## src/rtl/rdl_subreg_cnt.sv

```systemverilog
// Counter field register: incr/decr by a step, wrap or saturate, with overflow/underflow flags.
// Optional macro RDL_SUBREG_CNT_RCLR_EN adds a read strobe 're' that clears the field on read.
module rdl_subreg_cnt #(
    parameter int unsigned   DW         = 32,
    parameter int unsigned   IW         = 8,
    parameter logic [DW-1:0] ResetValue = '0,
    parameter bit            Saturate   = 1'b0,
    parameter logic [DW-1:0] Threshold  = '1
) (
    input  logic          clk,
    input  logic          rst,
    input  logic          we,
    input  logic [DW-1:0] wd,
    input  logic          de,
    input  logic [DW-1:0] d,
    input  logic          incr,
    input  logic [IW-1:0] incr_val,
    input  logic          decr,
    input  logic [IW-1:0] decr_val,
    input  logic          ovf_clr,
`ifdef RDL_SUBREG_CNT_RCLR_EN
    input  logic          re,
`endif
    output logic [DW-1:0] q,
    output logic          qe,
    output logic [DW-1:0] qs,
    output logic          overflow,
    output logic          underflow,
    output logic          ovf_sticky,
    output logic          thresh
);

    // Two spare bits: bit DW catches the carry, the top bit is the sign of a borrow.
    localparam int unsigned SW = DW + 2;

    logic [DW-1:0] q_r;
    logic [DW-1:0] base;
    logic [DW-1:0] cnt_val;
    logic [SW-1:0] inc_ext;
    logic [SW-1:0] dec_ext;
    logic [SW-1:0] sum;
    logic          rd_clr;
    logic          count_sel;
    logic          ovf_ev;
    logic          unf_ev;

`ifdef RDL_SUBREG_CNT_RCLR_EN
    assign rd_clr = re;
`else
    assign rd_clr = 1'b0;
`endif

    // A clearing read restarts from zero but still applies this cycle's events.
    assign base    = rd_clr ? '0 : q_r;
    assign inc_ext = incr ? SW'(incr_val) : '0;
    assign dec_ext = decr ? SW'(decr_val) : '0;
    assign sum     = SW'(base) + inc_ext - dec_ext;

    assign unf_ev    = sum[SW-1];
    assign ovf_ev    = ~sum[SW-1] & sum[DW];
    assign count_sel = ~we & ~de;

    always_comb begin
        cnt_val = sum[DW-1:0];
        if (Saturate && ovf_ev) begin
            cnt_val = '1;
        end else if (Saturate && unf_ev) begin
            cnt_val = '0;
        end
    end

    always_ff @(posedge clk or negedge rst) begin
        if (!rst) begin
            q_r        <= ResetValue;
            overflow   <= 1'b0;
            underflow  <= 1'b0;
            ovf_sticky <= 1'b0;
        end else begin
            if (we) begin
                q_r <= wd;
            end else if (de) begin
                q_r <= d;
            end else begin
                q_r <= cnt_val;
            end
            overflow   <= count_sel & ovf_ev;
            underflow  <= count_sel & unf_ev;
            // Set has priority over a simultaneous clear.
            ovf_sticky <= (count_sel & ovf_ev) | (ovf_sticky & ~ovf_clr);
        end
    end

    assign q      = q_r;
    assign qs     = q_r;
    assign qe     = we | de | rd_clr;
    assign thresh = (q_r >= Threshold);

endmodule

```

## config.mk

```make
export PLATFORM = sky130hd
export DESIGN_NAME = rdl_subreg_cnt
export DESIGN_NICKNAME = d
export VERILOG_FILES = /design/src/rtl/rdl_subreg_cnt.sv
export SDC_FILE = /design/constraint.sdc
export NUM_CORES = 1
export LEC_CHECK = 0
export CAP_MARGIN = 0
export CORE_ASPECT_RATIO = 1.25
export CORE_MARGIN = 4
export CORE_UTILIZATION = 35
export CTS_CLUSTER_DIAMETER = 60
export DETAILED_ROUTE_END_ITERATION = 10
export GPL_TIMING_DRIVEN = 0
export PLACE_DENSITY = 0.65
export SYNTH_ARGS = -nofsm -noshare
export SYNTH_HDL_FRONTEND = slang
export SYNTH_SLANG_ARGS = --single-unit
export TNS_END_PERCENT = 100
```

## constraint.sdc

```tcl
create_clock -name clk -period 7.3 [get_ports clk]
set_input_delay 1.825 -clock clk [delete_from_list [all_inputs] [get_ports clk]]
set_output_delay 1.825 -clock clk [all_outputs]
set_load 0.05 [all_outputs]
```

==> reports/qor.yml <==
status: "finished clean"
p_leak_nw: 2.80
path_class: "in -> out"
startpoint_type: "input port"
synth_warnings: 0
drive_above_1_share_pct: 12.4
period_needed_ps: 6150
fin_skew_ps: 8.93
tritoncts: "yes"
tns_ps: 0
drt_pass1_iterations: 5
area_growth_pct: 45.0
multi_input_area_um2: 2780
fmax_mhz: 163
final_max_slew_viol_count: 0
grt_max_degree: 36
synthesis.area_um2: 4240
chipHeight_um: 131
hold_buffers: 0
finalHoldViolations: 0
grt_overflow: 0
slew_headroom_pct: 42.2
hpwlAfterDp_um: 11700
syn-num-nets: 672
rows: 44
clock_path_buffers: 2
cp_data_arrival_time_ps: 4320
detail_route.vias_per_cell: 5.03
ff_latch_area_um2: 876
max_cap_violations: 0
mostFrequentLayoutCells: "clkdlybuf4s50_1 (153), inv_1 (64), nand2_1 (62)"
clockRootBuffer: "clkbuf_16"
fp.dieW_um: 106
antenna_found_initial: 0
hold_ws_ps: 542
num_vias: 4295
synth_flop_cell: "dfrtp_1"
setup_viol: 0
globalRouteMet1Util_pct: 24.8
io_buffers: 154
synth_edf_count: 0
n_fill_cell: 1156
cts_setup_buffers: 0
antenna_cells: 0
async_flop_share_pct: 100
post_cts_resized: 0
drc: 0
gr-usage-met2_pct: 36.4
numCtsBuffers: 5
start_util_pct: 36.2
synth-seq-cells: 35
cp-end-kind: "output port"
tightest_slew_ps: 867
antenna_left: 0
grt_first_pass_wirelength_um: 22900
ios: 156
gr-max-usage-layer: "met2"
hold_path_class: "reg -> reg"
avgRoutedWirePerCell_um: 16.7
h-tree-depth: 2
nets: 833
insertion_delay_ps: 290
synth.avg_cell_area_um2: 7.99
ys_seq_area_share_pct: 20.6
yosysUniqueCellTypes: 64
required_ps: 5480
grt_pass1_vias: 4501
total_power_mw: 2.75
cts_num_sinks: 35
ir_drop_uv: 218
final_common_cell: "clkdlybuf4s50_1"
wirelength_um: 14300
grt_usage_pct: 20.3
drt_iter0_markers: 174
use_met3_pct: 3.24
dieArea_um2: 14000
clk_pin_slew_ps: 60
fin_crit_sh_pct: 84.2
core_um2: 11700
power_density_nw_per_um2: 446
critPathMaxFanout: 10
synthCells: 531
rsz0062_at_grt: "false"
gp_congestion: 0.871
metal layers:
| layer | routed length [µm] | share of wire, % |
|---|---|---|
| met5 | 0 | 0 |
| met4 | 332 | 2.3 |
| met3 | 1030 | 7.2 |
| met2 | 7240 | 51 |
| met1 | 5660 | 40 |
through the flow:
step           std cells  cell area, µm²  worst slack (ps)  utilization (%)
2_1_floorplan        531            4240              2570                -
3_3_place_gp         846            5990              1120             51.1
3_5_place_dp         846            5980              1150             51.0
4_1_cts              854            6160              1140             52.5
5_1_grt              854            6160              1020             52.5
6_report             854            6160              1150             52.5
path summary, 6_finish.rpt:
| path | startpoint | end | slack, ps | cells past startpoint |
|---|---|---|---|---|
| max in group asynchronous | rst | q[22]$_DFF_PN0_ | 5100 | 1 |
| max | de | qe | 1150 | 5 |
| min reg2reg | ovf_sticky$_DFF_PN0_ | ovf_sticky$_DFF_PN0_ | 540 | 2 |
| min | ovf_sticky$_DFF_PN0_ | ovf_sticky$_DFF_PN0_ | 540 | 2 |
| max reg2reg | q[4]$_DFF_PN0_ | q[21]$_DFF_PN0_ | 3660 | 13 |
| min in group asynchronous | rst | q[12]$_DFF_PN0_ | 1650 | 1 |
worst max-delay path: stages:
cell             delay [ps]
clkdlybuf4s50_1         570
clkbuf_1                470
nor2_1                  250
inv_1                   320
clkdlybuf4s50_1         880
final cells by class:
class | count | share of cell area [%]
multi-input combinational | 380 | 45.1
timing repair buffer | 154 | 25.0
sequential | 35 | 14.2
buffer | 52 | 5.71
inverter | 64 | 3.90
tap | 161 | 3.27
clock buffer | 6 | 2.26
clock inverter | 2 | 0.569
logic make-up (layout without fill, tap and decap cells):
family / Yosys count / count (layout) / synth area share (%)
AO/OA/AOI/OAI: 146 / 146 / 22.1
AND/OR/NAND/NOR: 131 / 131 / 14.7
buffers and inverters: 116 / 278 / 13.9
adder cells (fa/ha/maj): 54 / 54 / 17.3
flip-flops: 35 / 35 / 20.6
XOR/XNOR: 28 / 28 / 5.78
multiplexers: 21 / 21 / 5.51
flip-flops by register name, indices dropped and copies added (netlist names):
signal and count:
underflow 1, q 32, ovf_sticky 1, overflow 1
power breakdown:
| part | leakage [nW] | switching [mW] | internal [mW] |
|---|---|---|---|
| registers | 0.419 | 0.0979 | 0.255 |
| logic | 2.29 | 1.28 | 0.850 |
| clock network | 0.0868 | 0.0892 | 0.170 |
synthesized netlist by cell type, types with 2 or more instances:
master / number / area share, %
buf_4: 34 / 6.0
nor2b_1: 2 / 0.29
nor2_1: 18 / 1.6
a21oi_2: 2 / 0.41
o21ai_2: 2 / 0.41
o21a_1: 2 / 0.35
fa_1: 8 / 3.8
o211ai_1: 3 / 0.53
a21o_2: 2 / 0.41
a21o_1: 10 / 1.8
a22oi_1: 5 / 0.88
nand2b_1: 3 / 0.44
o31ai_1: 2 / 0.35
inv_1: 64 / 5.7
and3_1: 2 / 0.29
o21ai_1: 8 / 0.94
nor3_1: 7 / 0.83
xor2_1: 10 / 2.1
a31oi_1: 2 / 0.29
a21oi_1: 44 / 5.2
nand4_1: 12 / 1.8
buf_1: 2 / 0.18
or3_1: 3 / 0.44
xnor2_1: 18 / 3.7
nand2_1: 62 / 5.5
o21bai_1: 6 / 1.1
a211oi_1: 4 / 0.71
dfrtp_1: 35 / 21
buf_2: 3 / 0.35
nand3_1: 6 / 0.71
ha_1: 46 / 14
and2_1: 9 / 1.3
mux2i_1: 2 / 0.47
o21ai_0: 37 / 4.4
clkbuf_1: 9 / 0.80
mux2_2: 19 / 5.0
Note: power is estimated with default switching activity, not from simulation.
